--- src/rtl/mem_arbiter.sv ---
// Two-requester memory arbiter: dcache and icache share a single RAM port.
// Data requests win over instruction requests. A grant is held until the RAM
// reports ACCESS (completed), ERROR (retry via IDLE) or the requester drops.
// Optional feature macro: MEM_ARBITER_IFAIR_EN adds instruction anti-starvation
// (after three completed data accesses with iREN pending, IGRANT wins once).
//
// state  | meaning
// IDLE   | no grant; RAM strobes low, address/data zero, both waits high
// DGRANT | dcache owns the RAM port
// IGRANT | icache owns the RAM port
module mem_arbiter (
  input  logic        CLK,
  input  logic        nRST,
  input  logic        iREN,
  input  logic [31:0] iaddr,
  input  logic        dREN,
  input  logic        dWEN,
  input  logic [31:0] daddr,
  input  logic [31:0] dstore,
  output logic        iwait,
  output logic        dwait,
  output logic [31:0] iload,
  output logic [31:0] dload,
  output logic        ramREN,
  output logic        ramWEN,
  output logic [31:0] ramaddr,
  output logic [31:0] ramstore,
  input  logic [31:0] ramload,
  input  logic [1:0]  ramstate
);

  typedef enum logic [1:0] {IDLE, DGRANT, IGRANT} state_t;

  localparam logic [1:0] RAM_ACCESS = 2'd2;
  localparam logic [1:0] RAM_ERROR  = 2'd3;

  state_t state_q, state_d;
  logic   d_req;
  logic   ram_done;
  logic   ram_err;

  assign d_req    = dREN | dWEN;
  assign ram_done = (ramstate == RAM_ACCESS);
  assign ram_err  = (ramstate == RAM_ERROR);

`ifdef MEM_ARBITER_IFAIR_EN
  logic [1:0] starve_q, starve_d;

  // Count data completions that happened while the icache was waiting.
  always_comb begin
    starve_d = starve_q;
    if (state_q == DGRANT && d_req && ram_done && iREN && starve_q != 2'd3) begin
      starve_d = starve_q + 2'd1;
    end else if (state_q == IGRANT && iREN && ram_done) begin
      starve_d = 2'd0;
    end
  end
`endif

  // Arbitration and grant release.
  always_comb begin
    state_d = state_q;
    case (state_q)
      IDLE: begin
`ifdef MEM_ARBITER_IFAIR_EN
        if (starve_q == 2'd3 && iREN) begin
          state_d = IGRANT;
        end else if (d_req) begin
          state_d = DGRANT;
        end else if (iREN) begin
          state_d = IGRANT;
        end
`else
        if (d_req) begin
          state_d = DGRANT;
        end else if (iREN) begin
          state_d = IGRANT;
        end
`endif
      end
      DGRANT: begin
        if (!d_req || ram_done || ram_err) state_d = IDLE;
      end
      IGRANT: begin
        if (!iREN || ram_done || ram_err) state_d = IDLE;
      end
      default: state_d = IDLE;
    endcase
  end

  // State register; reset abandons any in-flight access.
  always_ff @(posedge CLK) begin
    if (!nRST) begin
      state_q <= IDLE;
`ifdef MEM_ARBITER_IFAIR_EN
      starve_q <= 2'd0;
`endif
    end else begin
      state_q <= state_d;
`ifdef MEM_ARBITER_IFAIR_EN
      starve_q <= starve_d;
`endif
    end
  end

  // RAM port steering; reset forces the idle view even before the edge.
  always_comb begin
    iwait    = 1'b1;
    dwait    = 1'b1;
    ramREN   = 1'b0;
    ramWEN   = 1'b0;
    ramaddr  = 32'd0;
    ramstore = 32'd0;
    if (nRST) begin
      case (state_q)
        DGRANT: begin
          ramaddr  = daddr;
          ramstore = dstore;
          ramWEN   = dWEN;
          ramREN   = dREN & ~dWEN;
          dwait    = ~(d_req & ram_done);
        end
        IGRANT: begin
          ramaddr = iaddr;
          ramREN  = iREN;
          iwait   = ~(iREN & ram_done);
        end
        default: ;
      endcase
    end
  end

  assign iload = ramload;
  assign dload = ramload;

endmodule

--- config.mk ---
export PLATFORM = sky130hd
export DESIGN_NAME = mem_arbiter
export DESIGN_NICKNAME = d
export VERILOG_FILES = /design/src/rtl/mem_arbiter.sv
export SDC_FILE = /design/constraint.sdc
export NUM_CORES = 1
export LEC_CHECK = 0
export BUFFER_PORTS_ARGS = -buffer_cell sky130_fd_sc_hd__buf_2
export CAP_MARGIN = 20
export CORE_AREA = 4 4 103 105
export DETAILED_ROUTE_END_ITERATION = 8
export DIE_AREA = 0 0 107 109
export PLACE_DENSITY_LB_ADDON = 0.2
export SYNTH_ARGS = -nofsm -noshare
export SYNTH_HDL_FRONTEND = slang
export SYNTH_SLANG_ARGS = --single-unit
export TNS_END_PERCENT = 5
--- constraint.sdc ---
create_clock -name CLK -period 1.3 [get_ports CLK]
set_clock_uncertainty 0.1 [all_clocks]
set_input_delay 0.065 -clock CLK [delete_from_list [all_inputs] [get_ports CLK]]
set_output_delay 0.065 -clock CLK [all_outputs]
set_load 0.02 [all_outputs]
==> run_results.csv, run 1 <==
group,metric,value,unit
status,outcome,"finished, violations left",
status,violations,"negative setup slack",
global_routing,grt_max_degree,34,
placed_design,port_buffers,170,
finish,top_regs,"state_q x2",
die,ioPinCount,267,
worst_setup_path,path_common_cell,"buf_6",
logic_synthesis,seq_area_frac_synth,2.96,%
drt,num_vias,1830,
drt,drt_iter0_drc,57,
timing,hold_viol_final,0,
global_routing,grt_util_all_layers,9.96,%
finish,final_common_cell,"buf_2",
power_and_ir_drop,power.share.clock,13.1,%
cts,clk_latency,210,ps
die,die-height,109,um
worst_setup_path,slowest_stage,"dfxtp_2",
global_routing,antenna_found_initial,0,
timing,relSlewSlack,84.6,%
die,die-area,11700,sq um
die,rows,36,
power_and_ir_drop,power_density,628,nW/um^2
die,die_w,107,um
power_and_ir_drop,p_sw,840,uW
worst_setup_path,cp-start-kind,"flop",
worst_setup_path,worst_r2r_startpoint,"state_q[0]$_SDFFE_PN0P_",
run,max_cap_viol_count,0,
drt,wl_per_cell,14.9,um
logic_synthesis,synth_nets,346,
hold_path,min_to,"dload[28]",
finish,nNetsFinal,457,
logic_synthesis,avgSynthCellArea,6.53,sq um
hold_path,hold_class,"in2out",
timing,fin_ws,-301,ps
placed_design,dpl_cell_area,2010,sq um
worst_setup_path,r2r_slack,-160,ps
cts,cts_max_path_buffers,2,
logic_synthesis,syn-cell-area,1350,sq um
power_and_ir_drop,ir_worst_vdd,0.000224,V
die,start_util,14.0,%
power_and_ir_drop,p_int,995,uW
hold_path,hp-start,"ramload[28]",
cts,cts_tree,"done",
cts,h-tree-depth,1,
timing,slew_violations,0,
worst_setup_path,cp_slowest_stage_delay,310,ps
logic_synthesis,ys_ff_latch,2,
finish,insertedDiodeCount,0,
timing,setup_viol,70,
worst_setup_path,end_kind,"primary output",
die,core,9640,sq um
power_and_ir_drop,p_seq_share,4.2,%
logic_synthesis,yosys_warnings,0,
worst_setup_path,required,1130,ps
global_routing,grt_pass1_wl,9.43,mm
logic_synthesis,synth.distinct_cells,21,
power_and_ir_drop,p_comb_share,82.7,%
cts,clk_pin_slew,30,ps
worst_setup_path,worst-setup-path-type,"reg2out",
timing,tightest_slew,230,ps
timing,max_freq,0.625,GHz
cts,cts_root_buffer,"clkbuf_8",
worst_setup_path,cp_num_buf_inv,3,
drt,avgViaCountPerCell,4.08,
timing,grt_setup_unrepaired,"true",
power_and_ir_drop,leakage,1.34,nW
timing,timing.final.crit_share,123,%
drt,wirelength,6.69,mm
cts,numCtsBuffers,3,
timing,fin_crit,1600,ps
placed_design,dp_hpwl,4.93,mm
finish,drive_gt1_share,85.8,%
worst_setup_path,ff2ff_path_depth,6,
drt,first_pass_iters,4,
timing,whs,30.0,ps
finish,largest_register_ffs,2,
power_and_ir_drop,swShare,45.8,%
worst_setup_path,path_cells,"inv_2 -> ha_2 -> buf_6 -> a22oi_2 -> nor2_4 -> buf_6",
finish,largest_register,"state_q",
finish,final_cell_area,2920,sq um
worst_setup_path,cp_top_family,"buffers and inverters",
drt,ant_nets,0,
hold_path,hold_depth,0,
cts,clock-sinks,2,
logic_synthesis,synth_cells,207,
global_routing,grt_overflow,0,
worst_setup_path,crit_fanout,12,
finish,areaGrowthSynthToFinish,116,%
worst_setup_path,worstPathArrival,1440,ps
global_routing,grt_pass1_vias,1929,
finish,final_cell_mix,"buf_2, buf_6, a22oi_2, nor2_4, buf_4",
worst_setup_path,reg2reg_to,"state_q[1]$_SDFFE_PN0P_",
placed_design,gp_congestion,0.713,
drt,drc,0,
per-stage QoR:
stage                     total power, mW  setup WS (ps)  setup TNS [ps]  util (%)  instances
after floorplan                     0.908          -61.0           -2900         -        207
after global placement               1.01           -150           -6170      20.9        441
after detailed placement             1.02           -159           -7000      20.9        441
after CTS                            1.68           -278          -17110      28.0        448
after global routing                 1.95           -340          -19180      30.3        449
final                                1.84           -301          -15380      30.3        449
timing repair:
| action | CTS | global route |
|---|---|---|
| hold buffers | 0 | 0 |
| buffers inserted | 1 | 0 |
| setup endpoints to repair | 70 | 70 |
| resized for setup | 142 | 58 |
| endpoints found under the hold margin | 0 | 0 |
| pin swaps | 16 | 42 |
| cloned | 3 | 1 |
layout make-up:
class	instances	area (sq um)
fill	1044	6720
timing repair buffer	188	1450
multi-input combinational	119	1200
tap	133	166
sequential	2	42.5
clock buffer	3	41.3
inverter	4	17.5
cell usage after synthesis:
library cell | count | area, sq um
clkbuf_1 | 9 | 33.8
a32o_1 | 1 | 10.0
buf_2 | 9 | 45.0
and3_2 | 3 | 22.5
inv_1 | 4 | 15.0
a21oi_1 | 1 | 5.00
nor2_1 | 34 | 128
and3_1 | 30 | 188
a221oi_2 | 1 | 15.0
nand3_1 | 1 | 5.00
nand2_1 | 4 | 15.0
ha_1 | 4 | 50.1
o211ai_1 | 1 | 7.51
o21ai_2 | 1 | 8.76
o221ai_1 | 1 | 8.76
a21o_1 | 1 | 7.51
a22oi_1 | 32 | 240
nand3b_1 | 3 | 22.5
dfxtp_1 | 2 | 40.0
buf_4 | 64 | 480
nor3_1 | 1 | 5.00
metal layers:
metal  wire [um]  vias to the layer above  GRT usage [%]
met2        3600                      125           19.6
met4         188                        0           4.02
met3         640                       27           1.89
li1            -                      875              -
met5           0                        -              0
met1        2250                      803           10.2
how the worst max path moves through the flow:
stage / end / slack [ps] / depth (start not counted) / from
2_1_floorplan: state_q[0]$_SDFFE_PN0P_ / -60 / 5 / state_q[1]$_SDFFE_PN0P_
3_3_place_gp: ramaddr[29] / -150 / 6 / state_q[1]$_SDFFE_PN0P_
3_5_place_dp: ramaddr[5] / -160 / 6 / state_q[0]$_SDFFE_PN0P_
4_1_cts: ramaddr[5] / -280 / 6 / state_q[0]$_SDFFE_PN0P_
5_1_grt: ramaddr[23] / -340 / 6 / state_q[0]$_SDFFE_PN0P_
6_report: ramaddr[22] / -300 / 6 / state_q[0]$_SDFFE_PN0P_
power groups by stage:
stage / clock network, mW / logic, mW / registers (mW)
2_1_floorplan: 0 / 0.831 / 0.0773
3_3_place_gp: 0 / 0.933 / 0.0787
3_5_place_dp: 0 / 0.937 / 0.0791
4_1_cts: 0.247 / 1.35 / 0.0765
5_1_grt: 0.250 / 1.63 / 0.0786
6_report: 0.240 / 1.52 / 0.0774
logic make-up (layout without fill, tap and decap cells):
family	after synthesis	after routing	synth area share (%)
AO/OA/AOI/OAI	39	39	22.4
adder cells (fa/ha/maj)	4	4	3.70
buffers and inverters	86	195	42.5
AND/OR/NAND/NOR	76	76	28.5
flip-flops	2	2	2.96
No activity file was read; power rests on OpenSTA's default activity.
==> run 2: changes to the inputs <==
Settings changed: CORE_AREA 4 4 103 105 to 4 4 101 103, CTS_BUF_LIST from default to sky130_fd_sc_hd__clkbuf_4 sky130_fd_sc_hd__clkbuf_8, DIE_AREA 0 0 107 109 to 0 0 105 107.
==> run_results.csv, run 2 (synthesis results as in run 1) <==
group,metric,value,unit
die,core,9200,sq um
cts,clk_pin_slew,30,ps
finish,insertedDiodeCount,0,
placed_design,place_ws,-176,ps
finish,final_common_cell,"buf_2",
cts,clock-sinks,2,
cts,clk_latency,220,ps
finish,largest_register,"state_q",
global_routing,grt_util_all_layers,10.8,%
power_and_ir_drop,power_density,630,nW/um^2
worst_setup_path,crit_fanout,8,
placed_design,gp_congestion,0.762,
worst_setup_path,worst-setup-path-type,"reg2out",
die,die-area,11200,sq um
cts,numCtsBuffers,3,
timing,fin_crit,1620,ps
power_and_ir_drop,p_seq_share,4.5,%
worst_setup_path,cp-start-kind,"flop",
drt,highest_layer,"met4",
die,die-height,107,um
timing,setup_viol,70,
finish,multi_input_area,1230,sq um
worst_setup_path,slowest_stage,"dfxtp_2",
drt,drc,0,
die,die_w,105,um
worst_setup_path,end_kind,"primary output",
global_routing,grt_max_degree,34,
drt,wl_per_cell,17.8,um
status,violations,"negative setup slack",
finish,fill_cells,962,
global_routing,antenna_found_initial,0,
global_routing,grt_overflow,0,
placed_design,port_buffers,170,
hold_path,hold_class,"in2out",
power_and_ir_drop,ir_worst_vdd,0.000459,V
timing,hold_viol_final,0,
power_and_ir_drop,finalPower,1.88,mW
global_routing,grt_pass1_wl,9.76,mm
finish,regArea,45.0,sq um
run,max_cap_viol_count,0,
die,ioPinCount,267,
finish,final_cells,425,
drt,wirelength,7.56,mm
timing,fin_ws,-321,ps
die,rows,35,
drt,num_vias,1907,
worst_setup_path,cp_num_buf_inv,3,
timing,whs,30.0,ps
timing,relSlewSlack,80.4,%
drt,met3WireLength,830,um
finish,areaGrowthSynthToFinish,121,%
drt,drt_iter0_drc,38,
timing,max_freq,0.617,GHz
finish,drive_gt1_share,86.3,%
timing,tightest_slew,295,ps
finish,final_cell_mix,"buf_2, buf_6, a22oi_2, nor2_4, and3_1",
global_routing,grt_pass1_vias,1912,
worst_setup_path,cp_slowest_stage_delay,320,ps
drt,avgViaCountPerCell,4.49,
timing,timing.final.crit_share,125,%
drt,wirelength_met1,2.36,mm
drt,ant_nets,0,
timing,setup-tns-final,-17600,ps
power_and_ir_drop,leakage,1.36,nW
power_and_ir_drop,swShare,46.8,%
cts,cts_tree,"done",
power_and_ir_drop,p_sw,881,uW
worst_setup_path,path_common_cell,"buf_6",
worst_setup_path,cp_top_family,"buffers and inverters",
drt,first_pass_iters,4,
placed_design,dp_hpwl,4.91,mm
cts,cts_root_buffer,"clkbuf_8",
timing,slew_violations,0,
finish,nNetsFinal,455,
die,start_util,14.7,%
finish,top_regs,"state_q x2",
worst_setup_path,required,1130,ps
status,outcome,"finished, violations left",
drt,wl_met2,4.13,mm
cts,h-tree-depth,1,
worst_setup_path,worstPathArrival,1460,ps
worst_setup_path,path_cells,"buf_6 -> ha_4 -> clkbuf_16 -> a22oi_2 -> nor2_4 -> buf_6",
power_and_ir_drop,power.share.clock,13.4,%
cts,cts_max_path_buffers,2,
finish,largest_register_ffs,2,
timing,grt_setup_unrepaired,"true",
power_and_ir_drop,p_int,1.00,mW
placed_design,placed_cells,414,
power_and_ir_drop,p_comb_share,82.1,%
[run 2: layout make-up]
type	count	area share, %
timing repair buffer	186	50.6
multi-input combinational	119	41.1
tap	111	4.65
sequential	2	1.51
clock buffer	3	1.38
inverter	4	0.670
[run 2: power groups by stage]
stage	combinational, mW	clock [mW]	sequential [mW]
finish	1.55	0.253	0.0840
global route	1.65	0.265	0.0868
CTS	1.23	0.258	0.0780
detailed placement	0.938	0	0.0770
global placement	0.927	0	0.0766
floorplan	0.831	0	0.0773
[run 2: stage by stage]
stage	util, %	area [sq um]
after CTS	26.7	2460
after global routing	32.5	2990
after detailed placement	21.4	1970
final	32.5	2990
after floorplan	-	1440
after global placement	21.4	1970
[run 2: path summary, 6_finish.rpt]
kind                                               from  cells past startpoint                      end  slack [ps]
worst min register to register  state_q[1]$_SDFFE_PN0P_                      2  state_q[1]$_SDFFE_PN0P_         440
worst max register to register  state_q[1]$_SDFFE_PN0P_                      6  state_q[0]$_SDFFE_PN0P_        -120
worst max-delay path            state_q[1]$_SDFFE_PN0P_                      6              ramaddr[14]        -320
worst min-delay path                        ramload[28]                      0                dload[28]          30
[run 2: timing repair]
action	CTS	global route
pin swaps	5	38
hold buffers	0	0
buffers inserted	1	0
gates resized for setup	93	113
gates cloned	4	3
endpoints found under the setup margin	70	70
[run 2: per-layer routing]
| layer | GRT usage, % | vias to the layer above |
|---|---|---|
| met5 | 0 | - |
| met4 | 4.78 | 0 |
| met3 | 3.79 | 31 |
| met2 | 21.0 | 144 |
| met1 | 10.1 | 856 |
| li1 | - | 876 |
==> run 3: changes to the inputs <==
Settings changed: ABC_AREA from default to 1, CORE_AREA 4 4 101 103 to 4 4 103 105, DIE_AREA 0 0 105 107 to 0 0 107 109.
==> run_results.csv, run 3 <==
group,metric,value,unit
status,outcome,"finished, violations left",
status,violations,"negative setup slack",
die,die-area,11700,sq um
global_routing,grt_util_all_layers,11.0,%
die,start_util,14.7,%
timing,grt_setup_unrepaired,"true",
run,max_cap_viol_count,0,
drt,avgViaCountPerCell,3.89,
logic_synthesis,synth_ff_type,"dfxtp_1",
logic_synthesis,synthXorXnorAreaFrac,0,%
cts,clk_latency,210,ps
power_and_ir_drop,swShare,44.1,%
cts,hold_buffers,0,
die,ioPinCount,267,
die,die-height,109,um
finish,utilization,31.2,%
global_routing,grt_pass1_wl,10.1,mm
finish,insertedDiodeCount,0,
cts,clk_pin_slew,30,ps
placed_design,dpl_cell_area,2370,sq um
drt,drc,0,
finish,largest_register,"state_q",
logic_synthesis,synth_commonest_cells,"nand2_1, buf_4, inv_1, a21oi_1, nor2_1",
finish,final_common_cell,"buf_2",
drt,wirelength,7.08,mm
drt,num_vias,2030,
power_and_ir_drop,power.share.clock,19.0,%
placed_design,gp_congestion,0.744,
logic_synthesis,synth.distinct_cells,13,
logic_synthesis,synthMuxAreaShare,0,%
worst_setup_path,crit_fanout,9,
logic_synthesis,synth_fa_ha_area_share,3.54,%
hold_path,hold_class,"in2out",
finish,top_regs,"state_q x2",
worst_setup_path,required,1130,ps
die,die_w,107,um
power_and_ir_drop,power_density,418,nW/um^2
cts,cts_root_buffer,"clkbuf_8",
finish,largest_register_ffs,2,
logic_synthesis,synth.most_common_cell,"nand2_1",
drt,wl_per_cell,13.6,um
worst_setup_path,cp-start-kind,"flop",
timing,hold_viol_final,0,
cts,cts_max_path_buffers,2,
drt,first_pass_iters,4,
logic_synthesis,synth_top_area_share,34.5,%
cts,numCtsBuffers,3,
power_and_ir_drop,p_int,703,uW
timing,fin_ws,-321,ps
worst_setup_path,worstPathArrival,1460,ps
timing,fin_crit,1620,ps
timing,timing.final.crit_share,125,%
placed_design,port_buffers,170,
placed_design,placed_cells,512,
logic_synthesis,synth_compound_area_share,12.7,%
power_and_ir_drop,p_sw,555,uW
worst_setup_path,end_kind,"primary output",
power_and_ir_drop,leakage,1.44,nW
power_and_ir_drop,p_seq_share,5.6,%
logic_synthesis,async_flop_share,0,%
finish,final_cell_mix,"buf_2, nand2_1, buf_6, inv_1, a21oi_4",
global_routing,grt_max_degree,23,
finish,drive_gt1_share,64.3,%
logic_synthesis,synth_area_leaders,"buf_4, nand2_1, a21oi_1, inv_1, nor2_1",
logic_synthesis,synth-simple-area-share,31.2,%
logic_synthesis,syn-cell-area,1420,sq um
logic_synthesis,synth_area_leader_cell,"buf_4",
placed_design,place_ws,-187,ps
power_and_ir_drop,ir_worst_vdd,0.000238,V
timing,setup_viol,70,
finish,nNetsFinal,530,
logic_synthesis,synth_edf_count,0,
timing,relSlewSlack,87.8,%
logic_synthesis,synth_cells,274,
finish,final_cells,522,
die,rows,36,
drt,drt_iter0_drc,81,
finish,final_cell_area,3010,sq um
timing,max_freq,0.617,GHz
global_routing,grt_overflow,0,
logic_synthesis,avgSynthCellArea,5.16,sq um
cts,clock-sinks,2,
global_routing,antenna_found_initial,0,
finish,areaGrowthSynthToFinish,112,%
logic_synthesis,seq_area_frac_synth,2.83,%
timing,tightest_slew,183,ps
drt,ant_nets,0,
die,core,9640,sq um
logic_synthesis,yosys_warnings,0,
logic_synthesis,ys_ff_latch,2,
global_routing,grt_pass1_vias,2006,
logic_synthesis,synth_top_family_by_area,"buffers and inverters",
cts,h-tree-depth,1,
worst_setup_path,worst-setup-path-type,"reg2out",
timing,slew_violations,0,
power_and_ir_drop,p_comb_share,75.3,%
cts,cts_tree,"done",
logic_synthesis,synth_nets,413,
placed_design,dp_hpwl,5.44,mm
run 3: final timing paths:
path,startpoint,endpoint,slack [ps],depth (start not counted)
max,state_q[1]$_SDFFE_PN0P_,ramaddr[8],-320,6
min reg2reg,state_q[0]$_SDFFE_PN0P_,state_q[0]$_SDFFE_PN0P_,520,3
max reg2reg,state_q[1]$_SDFFE_PN0P_,state_q[1]$_SDFFE_PN0P_,-90,9
min,ramload[16],iload[16],30,0
run 3: layout make-up:
type	instances	area (sq um)
fill	1064	6630
inverter	40	153
timing repair buffer	190	1470
sequential	2	42.5
clock buffer	3	41.3
multi-input combinational	154	1140
tap	133	166
run 3: worst max-delay path, cell delays in order, from the launching register on:
cell     delay, ps
dfxtp_2        350
inv_4           60
ha_4           280
nand2_8        110
buf_16         190
a21oi_4        120
buf_6          130
run 3: layer usage:
layer	share of wire (%)	GRT usage, %	up-vias
li1	-	-	984
met1	34	11.4	899
met2	54	21.0	125
met3	10	3.14	22
met4	2.1	3.74	0
met5	0	0	-
run 3: stage by stage:
step | power (mW) | setup TNS, ps | hold slack (ps)
3_3_place_gp | 0.805 | -9570 | 30.2
6_report | 1.26 | -18390 | 30.0
4_1_cts | 1.25 | -18720 | 30.2
3_5_place_dp | 0.807 | -10400 | 30.2
2_1_floorplan | 0.772 | -1130 | 96.6
5_1_grt | 1.34 | -21380 | 30.0
run 3: cell families after synthesis:
group,Yosys count
buffers and inverters,118
AND/OR/NAND/NOR,114
AO/OA/AOI/OAI,36
adder cells (fa/ha/maj),4
flip-flops,2
run 3: power groups by stage:
stage / clock [mW] / sequential [mW] / combinational [mW]
floorplan: 0 / 0.0709 / 0.701
global placement: 0 / 0.0696 / 0.736
detailed placement: 0 / 0.0696 / 0.737
CTS: 0.246 / 0.0708 / 0.929
global route: 0.249 / 0.0711 / 1.02
finish: 0.239 / 0.0709 / 0.947
run 3: timing repair:
action,4_1_cts,5_1_grt
pin swaps,3,3
gates resized for setup,107,33
setup endpoints to repair,70,70
buffers inserted,2,1
gates cloned,5,1
